**src/rtl/keypad_scan_ctrl.sv**
```systemverilog
// keypad_scan_ctrl
// Column-strobe scanner for a small matrix keypad. Rows are synchronized,
// sampled at the end of each column window, debounced per key over several
// full scans, and every debounced change is reported as a key event.
//
// Ports:
//   clk          system clock
//   rst_n        synchronous active-low reset
//   row_in       raw row sense lines (asynchronous, active high)
//   col_out      one-hot column drive, active high
//   key_valid    event available
//   key_ready    consumer accepts event
//   key_code     key index = row*COLS + col
//   key_pressed  1 = press, 0 = release
//   key_state    debounced key bitmap
//   dropped      sticky: an event was overwritten before it was reported
module keypad_scan_ctrl #(
   parameter int unsigned ROWS           = 2,
   parameter int unsigned COLS           = 2,
   parameter int unsigned SCAN_DIV       = 12000,
   parameter int unsigned DEBOUNCE_SCANS = 4
) (
   input  logic                                                  clk,
   input  logic                                                  rst_n,
   input  logic [ROWS-1:0]                                       row_in,
   output logic [COLS-1:0]                                       col_out,
   output logic                                                  key_valid,
   input  logic                                                  key_ready,
   output logic [((ROWS*COLS) > 1 ? $clog2(ROWS*COLS) : 1)-1:0]  key_code,
   output logic                                                  key_pressed,
   output logic [ROWS*COLS-1:0]                                  key_state,
   output logic                                                  dropped
);

   localparam int unsigned N  = ROWS * COLS;
   localparam int unsigned KW = (N > 1) ? $clog2(N) : 1;
   localparam int unsigned CW = (COLS > 1) ? $clog2(COLS) : 1;
   localparam int unsigned DW = $clog2(SCAN_DIV);
   localparam int unsigned BW = 4;

   typedef enum logic [1:0] {IDLE, DRIVE, UPDATE} state_t;

   state_t          state;
   logic [CW-1:0]   col;
   logic [DW-1:0]   div;
   logic [ROWS-1:0] row_s1, row_s2;
   logic [N-1:0]    raw, raw_next;
   logic [N-1:0]    deb, deb_next;
   logic [N-1:0]    pending, pend_next, pend_clr, flip;
   logic [BW-1:0]   cnt      [N];
   logic [BW-1:0]   cnt_next [N];
   logic            load_en;
   logic [KW-1:0]   load_idx;
   logic            drop_c;

   assign key_state = deb;

   // Raw capture at the last cycle of each column window
   always_comb begin
      raw_next = raw;
      if (state == DRIVE && div == DW'(SCAN_DIV - 1)) begin
         for (int unsigned r = 0; r < ROWS; r++) begin
            for (int unsigned c = 0; c < COLS; c++) begin
               if (col == CW'(c)) raw_next[r*COLS + c] = row_s2[r];
            end
         end
      end
   end

   // Per-key debounce, evaluated once per scan in UPDATE
   always_comb begin
      flip     = '0;
      deb_next = deb;
      for (int unsigned i = 0; i < N; i++) cnt_next[i] = cnt[i];
      if (state == UPDATE) begin
         for (int unsigned i = 0; i < N; i++) begin
            if (raw[i] == deb[i]) begin
               cnt_next[i] = '0;
            end else if (cnt[i] == BW'(DEBOUNCE_SCANS - 1)) begin
               deb_next[i] = ~deb[i];
               cnt_next[i] = '0;
               flip[i]     = 1'b1;
            end else begin
               cnt_next[i] = cnt[i] + BW'(1);
            end
         end
      end
   end

   // Event slot loading: lowest pending index wins; a same-cycle flip keeps
   // the pending bit set so the newer change is reported afterwards.
   always_comb begin
      load_en  = (|pending) && (!key_valid || key_ready);
      load_idx = '0;
      for (int i = int'(N) - 1; i >= 0; i--) begin
         if (pending[i]) load_idx = KW'(i);
      end
      pend_clr = '0;
      if (load_en) pend_clr[load_idx] = 1'b1;
      pend_next = (pending & ~pend_clr) | flip;
      drop_c    = |(pending & ~pend_clr & flip);
   end

   // Scan FSM, debounce state and output registers
   always_ff @(posedge clk) begin
      if (!rst_n) begin
         state       <= IDLE;
         col         <= '0;
         div         <= '0;
         col_out     <= '0;
         row_s1      <= '0;
         row_s2      <= '0;
         raw         <= '0;
         deb         <= '0;
         pending     <= '0;
         key_valid   <= 1'b0;
         key_code    <= '0;
         key_pressed <= 1'b0;
         dropped     <= 1'b0;
         for (int unsigned i = 0; i < N; i++) cnt[i] <= '0;
      end else begin
         row_s1  <= row_in;
         row_s2  <= row_s1;
         raw     <= raw_next;
         deb     <= deb_next;
         pending <= pend_next;
         for (int unsigned i = 0; i < N; i++) cnt[i] <= cnt_next[i];
         if (drop_c) dropped <= 1'b1;

         if (load_en) begin
            key_valid   <= 1'b1;
            key_code    <= load_idx;
            key_pressed <= deb[load_idx];
         end else if (key_ready) begin
            key_valid   <= 1'b0;
         end

         case (state)
            IDLE: begin
               state   <= DRIVE;
               col     <= '0;
               div     <= '0;
               col_out <= COLS'(1);
            end
            DRIVE: begin
               if (div == DW'(SCAN_DIV - 1)) begin
                  div <= '0;
                  if (col == CW'(COLS - 1)) begin
                     state   <= UPDATE;
                     col_out <= '0;
                  end else begin
                     col     <= col + CW'(1);
                     col_out <= col_out << 1;
                  end
               end else begin
                  div <= div + DW'(1);
               end
            end
            UPDATE: begin
               state   <= DRIVE;
               col     <= '0;
               div     <= '0;
               col_out <= COLS'(1);
            end
            default: begin
               state   <= IDLE;
               col_out <= '0;
            end
         endcase
      end
   end

endmodule

```
**config.mk**
```make
export PLATFORM = sky130hd
export DESIGN_NAME = keypad_scan_ctrl
export DESIGN_NICKNAME = d
export VERILOG_FILES = /design/src/rtl/keypad_scan_ctrl.sv
export SDC_FILE = /design/constraint.sdc
export NUM_CORES = 1
export LEC_CHECK = 0
export BUFFER_PORTS_ARGS = -buffer_cell sky130_fd_sc_hd__buf_2
export CORE_MARGIN = 2
export CORE_UTILIZATION = 30
export DETAILED_ROUTE_END_ITERATION = 10
export GPL_TIMING_DRIVEN = 0
export PLACE_DENSITY_LB_ADDON = 0.15
export SKIP_CTS_REPAIR_TIMING = 1
export SYNTH_ARGS = -nofsm -noshare
export SYNTH_HDL_FRONTEND = slang
export SYNTH_SLANG_ARGS = --single-unit
```
**constraint.sdc**
```tcl
create_clock -name clk -period 4.9 [get_ports clk]
set_clock_uncertainty 0.1 [all_clocks]
set_input_delay 0.245 -clock clk [delete_from_list [all_inputs] [get_ports clk]]
set_output_delay 0.245 -clock clk [all_outputs]
set_load 0.1 [all_outputs]
```
==> impl_metrics.ini, run 1 <==
[cts]
path_clk_slew_ns = 0.10
clock_latency_ns = 0.32
clockBufferDepth = 2
cts_buffers = 5
cts_tree = yes
cts-root-buf = clkbuf_8
cts_num_sinks = 56
h-tree-depth = 2

[min_path]
hold_class = in2reg
min_to = row_s1[0]
hp-start = row_in[0]
holdPathStages = 2

[worst_setup_path]
cp_max_fo = 10
required_ns = 4.98
start_kind = register
cp-end-kind = register
r2r_start = div[0]
slowest_delay_ns = 0.38
worstPathCellList = ha_1 > and3_1 > buf_6 > nand4_1 > buf_2 > o31ai_1 > a21oi_1
r2r_end = raw[1]
crit_path_top_delay_cell = dfxtp_1
r2r_cells = 7
worst_ep_arrival_time_ns = 2.06
rrSetupSlack_ns = 2.92
worst-setup-path-type = reg2reg

[die]
die_width_um = 97.52
start_util = 0.3053
die_area_mm2 = 0.009510
placement_rows = 34
core_area_mm2 = 0.008593
die_h_um = 97.52
io_pins = 16

[final_layout]
num-fill-cells = 899
n_antenna_cell = 0
fin_util = 0.3445
final_cell_area_mm2 = 0.002960
final_nets = 334
final_common_cell = dfxtp_1
drive_above_1_share = 0.1169
mostFrequentLayoutCells = dfxtp_1 (56), a21oi_1 (26), nor2_1 (26)
syn_to_final_growth_pct = 12.83

[global_route]
met2_usage = 0.2085
grt.total_usage = 0.1406
grt.busiest_layer = met2
grt_antenna_before_repair = 0
met3_usage = 0.03094
gr-usage-met1 = 0.2023
grt_pass1_vias = 2228
grt_pass1_wl_um = 11070
overflow = 0
grt_max_degree = 17

[sta]
max-slew-margin-rel = 0.6003
setup_tns_ns = 0
report.final.slew_viol_count = 0
max_freq_mhz = 504.9
rsz0062_at_grt = false
final_hold_viol_count = 0
fin_crit_sh = 0.4042
worst_slew_pin_slew_ns = 0.5996
hold_slack_ns = 0.03616
setup-violations-final = 0
fin_crit_ns = 1.980

[detailed_routing]
drtPass1Iterations = 4
drt-total-wl_um = 6289
vias = 2294
drt_iter0_drc = 107
final_antenna_net_count = 0
drc = 0
wl_per_cell_um = 14.52
via_per_inst = 5.298

[synth]
synthCells = 302
ys_seq_elements = 56
synth.yosys.warnings = 0
yosysSeqAreaShare = 0.4273
syn_area_mm2 = 0.002624
synth.distinct_cells = 51
synth_fp_nets = 312
synth_largest_area_cell = dfxtp_1
async_reset_ff_frac = 0
synth_edf_count = 0
synth_top_cell_area_share = 0.4273
synth_flop_cell = dfxtp_1
avgSynthCellArea_um2 = 8.688
netlist_top_cells_area = dfxtp_1 (43%), a21oi_1 (5.0%), nor2_1 (3.7%), nand3_1 (3.1%), o21ai_0 (2.7%)

[placement]
portBuffers = 15
placed_cell_area_mm2 = 0.002834
dpl.hpwl_um = 4442
gp_congestion = 0.7672

[pwr]
peakVddDrop_mv = 0.1089
p_total_w = 0.0008339
p_per_area_mw_per_mm2 = 281.7
leakage_nw = 1.090

[run_status]
status = finished clean

[flow_run]
cap_violations = 0
## registers in the layout (all words and copies together), names as in the netlist
signal	cells
state	2
row_s2	2
raw	4
pending	4
dropped	1
row_s1	2
div	14
key_valid	1
key_state	4
key_code	2
col_out	2
cnt	16
key_pressed	1
col	1
## synthesized netlist by cell type, types with 6 or more instances
cell / n
a21oi_1: 26
clkbuf_1: 7
nor2_1: 26
nand4_1: 8
and2_1: 7
inv_1: 9
nand2_1: 15
dfxtp_1: 56
xor2_1: 6
and3_1: 7
xnor2_1: 6
buf_2: 6
o21ai_0: 14
nand3b_1: 6
a31oi_1: 11
nand3_1: 16
## layer usage
| metal | vias to the layer above | part of all wire | wire, um |
|---|---|---|---|
| met5 | - | 0 | 0 |
| met1 | 1090 | 0.51 | 3201 |
| met4 | 0 | 0.016 | 99 |
| met3 | 8 | 0.039 | 248 |
| met2 | 45 | 0.44 | 2739 |
| li1 | 1151 | - | - |
## final cells by class
class	count	area, um2	share of cell area
multi-input combinational	219	1363	0.4603
sequential	56	1121	0.3787
tap	108	135.1	0.04565
buffer	18	106.4	0.03593
clock buffer	7	96.34	0.03254
timing repair buffer	15	75.07	0.02536
inverter	9	33.78	0.01141
clock inverter	1	30.03	0.01014
## worst max-delay path: cells and delay by family, from the launching register on
| kind | cells | cell delay (ns) |
|---|---|---|
| and+or+nand+nor | 2 | 0.40 |
| buffers and inverters | 2 | 0.38 |
| adders and majority gates | 1 | 0.30 |
| DFF | 1 | 0.38 |
| AOI/OAI and AO/OA | 2 | 0.29 |
## per-stage QoR
| stage | worst slack, ns | cells |
|---|---|---|
| 3_5_place_dp | 2.922 | 425 |
| 3_3_place_gp | 2.889 | 425 |
| 2_1_floorplan | 2.705 | 302 |
| 4_1_cts | 2.907 | 433 |
| 5_1_grt | 2.677 | 433 |
| 6_report | 2.920 | 433 |
## report_power, final
group | switching (W) | internal (W)
Clock | 0.000159 | 0.000181
Combinational | 0.0000213 | 0.00000931
Sequential | 0.00000355 | 0.000459
Total | 0.000184 | 0.000650
## logic make-up after synthesis
family,Yosys count,share of synthesized area
AOI/OAI and AO/OA,78,0.1884
xor gates and xnor gates,12,0.04006
adders and majority gates,5,0.02384
buffers and inverters,27,0.05341
DFF,56,0.4273
muxes,2,0.007630
and+or+nand+nor,122,0.2594
## how the worst max path moves through the flow
stage	startpoint	to	slack, ns	cells after the start
2_1_floorplan	key_state[1]	key_state[1]	2.70	4
3_3_place_gp	div[0]	raw[1]	2.89	7
3_5_place_dp	div[0]	raw[3]	2.92	7
4_1_cts	div[0]	raw[3]	2.91	7
5_1_grt	div[0]	raw[1]	2.68	7
6_report	div[0]	raw[1]	2.92	7
(Power assumes the default switching activity.)
==> inputs of run 2 (changes only) <==
==> constraint.sdc (replaced) <==
create_clock -name clk -period 1.7 [get_ports clk]
set_clock_uncertainty 0.1 [all_clocks]
set_input_delay 0.085 -clock clk [delete_from_list [all_inputs] [get_ports clk]]
set_output_delay 0.085 -clock clk [all_outputs]
set_load 0.1 [all_outputs]
==> run 2 against run 1 <==
Against the previous run: the run now ends with negative setup slack left; fmax grew 11%; clock power rose to 2.6 times the previous value; largest cell class unchanged; sequential power rose to 2.9 times the previous value; critical path type unchanged; non-clock buffer count increased by 10; sequential share of layout area fell by 2.1 points; utilization is 2.9 points higher; hold slack got worse by 0.0077 ns; highest routed layer unchanged; setup slack worse by 3.0 ns; final cell count increased by 2.3%.
==> impl_metrics.ini, run 2 (synthesized netlist as in run 1, its figures left out) <==
[placement]
dp_cells = 425
portBuffers = 15
gp_congestion = 0.8218
dpl.hpwl_um = 4447

[final_layout]
final_common_cell = dfxtp_1
stdcell_count = 443
n_antenna_cell = 0
mostFrequentLayoutCells = dfxtp_1 (46), a21oi_1 (25), nor2_1 (24)
drive_above_1_share = 0.2269
final_nets = 344
top_register = cnt
largest_register_ffs = 16
largest_registers = cnt: 16 flops, div: 14 flops
syn_to_final_growth_pct = 22.41

[run_status]
violations = negative setup slack
status = complete, but fails checks

[worst_setup_path]
worst-setup-path-type = reg2reg
worst_ep_arrival_time_ns = 1.86
r2r_start = div[0]
cp_max_fo = 6
r2r_cells = 6
start_kind = register
rrSetupSlack_ns = -0.09
required_ns = 1.78
cp-end-kind = register
r2r_end = raw[3]

[sta]
setup-violations-final = 13
fin_ws_ns = -0.08607
fin_crit_sh = 1.051
report.final.slew_viol_count = 0
rsz0062_at_grt = true
worst_slew_pin_slew_ns = 0.6138
max-slew-margin-rel = 0.5908
max_freq_mhz = 559.9
final_hold_viol_count = 0
fin_crit_ns = 1.786

[cts]
h-tree-depth = 2
path_clk_slew_ns = 0.10
cts-root-buf = clkbuf_8
cts_num_sinks = 56
cts_buffers = 5
clockBufferDepth = 2
cts_tree = yes
clock_latency_ns = 0.30

[die]
core_area_mm2 = 0.008593
die_h_um = 97.52
die_width_um = 97.52
start_util = 0.3053
placement_rows = 34
io_pins = 16
die_area_mm2 = 0.009510

[global_route]
overflow = 0
grt_antenna_before_repair = 0
grt_max_degree = 18
grt_pass1_vias = 2216
grt.total_usage = 0.1400
grt_pass1_wl_um = 11040

[pwr]
p_total_w = 0.002313
p_per_area_mw_per_mm2 = 720.0
leakage_nw = 1.177
peakVddDrop_mv = 0.4648

[detailed_routing]
drt-total-wl_um = 6557
wl_per_cell_um = 14.80
drtPass1Iterations = 4
drt_iter0_drc = 115
drc = 0
vias = 2332
final_antenna_net_count = 0
via_per_inst = 5.264

[min_path]
hold_class = in2reg
hp-start = key_ready
holdPathStages = 3
min_to = key_valid

[flow_run]
cap_violations = 0
==> run 2: cell types whose count changed in the layout (fill, tap and decap cells not counted), sizes merged <==
cell,change
buf,+8
clkbuf,-2
clkinv,+1
clkinvlp,+1
dlygate4sd3,+2
==> run 2: metrics by stage <==
stage	cell area (um2)	utilization	TNS (ns)	worst slack, ns	hold WS, ns
CTS	2977	0.3464	-3.889	-0.2841	-0.1244
detailed placement	2865	0.3334	-3.426	-0.2608	0.1986
global placement	2865	0.3334	-3.458	-0.2485	0.1989
floorplan	2655	-	-0.004548	-0.004548	0.1123
finish	3212	0.3738	-0.3896	-0.08607	0.02848
global route	3212	0.3738	-1.211	-0.1325	0.05571
==> run 2: worst max-delay path, cell delays in order, from the launching register on <==
cell and delay, ns:
dfxtp_4 0.38, ha_4 0.17, and3_4 0.22, nand4_1 0.25, buf_6 0.24, o31ai_4 0.22, a21oi_2 0.07
==> run 2: final cells by class <==
type,instances,area [um2]
buffer,16,112.6
clock buffer,5,68.82
clock inverter,3,42.54
fill,882,5381
inverter,9,33.78
multi-input combinational,219,1496
sequential,56,1149
tap,108,135.1
timing repair buffer,27,173.9
==> run 2: how the worst max path moves through the flow <==
stage | slack (ns) | depth (start not counted) | end | start
after floorplan | -0.005 | 5 | dropped | key_valid
after global placement | -0.25 | 7 | raw[1] | div[0]
after detailed placement | -0.26 | 7 | raw[3] | div[0]
after CTS | -0.28 | 7 | raw[3] | div[0]
after global routing | -0.13 | 6 | raw[3] | div[0]
final | -0.09 | 6 | raw[3] | div[0]
==> run 2: metal layers <==
layer,part of all wire,GRT usage,up-vias
met3,0.032,0.02446,2
li1,-,-,1173
met4,0.0070,0.03205,0
met2,0.45,0.2223,31
met5,0,0,-
met1,0.51,0.1986,1126
==> run 2: power by group <==
part           internal (W)  switching (W)  leakage [nW]
combinational     0.0000314      0.0000655         0.664
sequential          0.00132      0.0000115         0.460
clock              0.000437       0.000451        0.0541
==> inputs of run 3 (changes only) <==
--- a/config.mk
+++ b/config.mk
@@ -11,6 +11,7 @@
 export DETAILED_ROUTE_END_ITERATION = 10
 export GPL_TIMING_DRIVEN = 0
 export PLACE_DENSITY_LB_ADDON = 0.15
+export SETUP_SLACK_MARGIN = 0.3
 export SKIP_CTS_REPAIR_TIMING = 1
 export SYNTH_ARGS = -nofsm -noshare
 export SYNTH_HDL_FRONTEND = slang
==> run 3 against run 2 <==
Against the previous run: the flow still finishes with violations (negative setup slack); fmax fell by 0.43%; design area rose by 15%; hold slack better by 0.030 ns; largest cell class unchanged; largest power group unchanged; routed wire length grew 8.8%; non-clock buffer count increased by 20; global-route usage about the same; highest routed layer unchanged; first-iteration DRC count shrank 39%.
==> impl_metrics.ini, run 3 (synthesized netlist as in run 1, its figures left out) <==
[min_path]
holdPathStages = 3
min_to = col_out[1]
hold_class = in2reg
hp-start = rst_n

[die]
die_area_mm2 = 0.009510
core_area_mm2 = 0.008593
start_util = 0.3053
die_width_um = 97.52
die_h_um = 97.52
placement_rows = 34
io_pins = 16

[final_layout]
top_register = cnt
n_antenna_cell = 0
num-fill-cells = 867
final_common_cell = dfxtp_1
regArea_mm2 = 0.001172
largest_register_ffs = 16
fin_util = 0.4308
final_nets = 364
mostFrequentLayoutCells = dfxtp_1 (37), nor2_1 (22), buf_4 (20)
syn_to_final_growth_pct = 41.11
multiInputGateArea_mm2 = 0.001739
largest_registers = cnt: 16 flops, div: 14 flops
drive_above_1_share = 0.3972

[pwr]
switchingPower_w = 0.0005635
switching_share = 0.2247
leakage_nw = 1.313
peakVddDrop_mv = 0.3520
p_int_w = 0.001944
p_seq_frac = 0.526
clockPowerShare = 0.430
p_per_area_mw_per_mm2 = 677.3
p_comb_frac = 0.044

[cts]
cts_buffers = 5
cts_num_sinks = 56
clock_latency_ns = 0.32
clockBufferDepth = 2
cts-root-buf = clkbuf_8
cts_tree = yes
path_clk_slew_ns = 0.11
h-tree-depth = 2

[sta]
fin_crit_sh = 1.055
setup-violations-final = 17
max-slew-margin-rel = 0.6139
fin_ws_ns = -0.09384
worst_slew_pin_slew_ns = 0.5792
setup_tns_ns = -0.9204
rsz0062_at_grt = true
report.final.slew_viol_count = 0
final_hold_viol_count = 0
fin_crit_ns = 1.794
hold_slack_ns = 0.05810
max_freq_mhz = 557.5

[worst_setup_path]
r2r_end = raw[1]
worst-setup-path-type = reg2reg
start_kind = register
r2r_start = div[0]
r2r_cells = 7
required_ns = 1.78
cp_max_fo = 6
rrSetupSlack_ns = -0.09
worst_ep_arrival_time_ns = 1.87
cp-end-kind = register

[placement]
place_worst_setup_slack_ns = -0.1742
gp_congestion = 0.8096
portBuffers = 15
dpl.hpwl_um = 4457

[global_route]
grt_max_degree = 19
overflow = 0
grt.total_usage = 0.1395
grt_pass1_wl_um = 10960
grt_antenna_before_repair = 0
grt_pass1_vias = 2184

[run_status]
violations = negative setup slack
status = complete, but fails checks

[detailed_routing]
final_antenna_net_count = 0
drt-total-wl_um = 7132
drt_iter0_drc = 70
drc = 0
wl_per_cell_um = 15.40
via_per_inst = 5.268
vias = 2439
drtPass1Iterations = 4

[flow_run]
cap_violations = 0
==> run 3: cell count changes in the layout (fill, tap and decap cells not counted), moves of 5 or more <==
cell / delta
dfxtp_1: -9
a21oi_1: -6
dfxtp_4: +5
buf_4: +11
a21oi_2: +6
o21ai_1: +8
o21ai_0: -10
==> run 3: stage by stage <==
step / std cells / area [um2] / total power, W
global placement: 425 / 2957 / 0.001449
CTS: 433 / 3094 / 0.002531
floorplan: 302 / 2746 / 0.001419
detailed placement: 425 / 2957 / 0.001449
global route: 463 / 3702 / 0.002600
finish: 463 / 3702 / 0.002508
==> run 3: critical path: stages (launching register included) <==
cell and delay (ns):
dfxtp_4 0.39, ha_4 0.17, and3_4 0.19, buf_6 0.11, nand4_1 0.22, buf_6 0.22
o31ai_2 0.17, a21oi_1 0.09
==> run 3: area by class of cell <==
class                   count  share of cell area
inverters                   9            0.009125
multi-input cells         219              0.4698
well taps                 108             0.03650
clock inverters             3             0.01859
repair buffers             46             0.09361
flip-flops and latches     56              0.3167
clock buffers               5             0.01859
plain buffers              17             0.03717
==> run 3: power groups by stage <==
stage | combinational [W] | clock (W) | sequential, W
after floorplan | 0.0000522 | 0 | 0.00137
after global placement | 0.0000920 | 0 | 0.00136
after detailed placement | 0.0000918 | 0 | 0.00136
after CTS | 0.0000921 | 0.00111 | 0.00133
after global routing | 0.000123 | 0.00116 | 0.00132
final | 0.000110 | 0.00108 | 0.00132
==> run 3: how the worst max path moves through the flow <==
stage	slack, ns	cells after the start	from	endpoint
after global routing	-0.17	7	div[0]	div[2]
final	-0.09	7	div[0]	raw[1]
after floorplan	-0.003	5	key_valid	dropped
after CTS	-0.19	7	div[1]	raw[1]
after global placement	-0.17	7	div[1]	raw[1]
after detailed placement	-0.17	7	div[1]	raw[1]
==> run 3: layer usage <==
metal | wire length, um | track usage | part of all wire | up-vias
met4 | 90 | 0.03739 | 0.013 | 0
met3 | 237 | 0.02518 | 0.033 | 9
met1 | 3197 | 0.1870 | 0.45 | 1165
met2 | 3608 | 0.2313 | 0.51 | 47
met5 | 0 | 0 | 0 | -
li1 | - | - | - | 1218
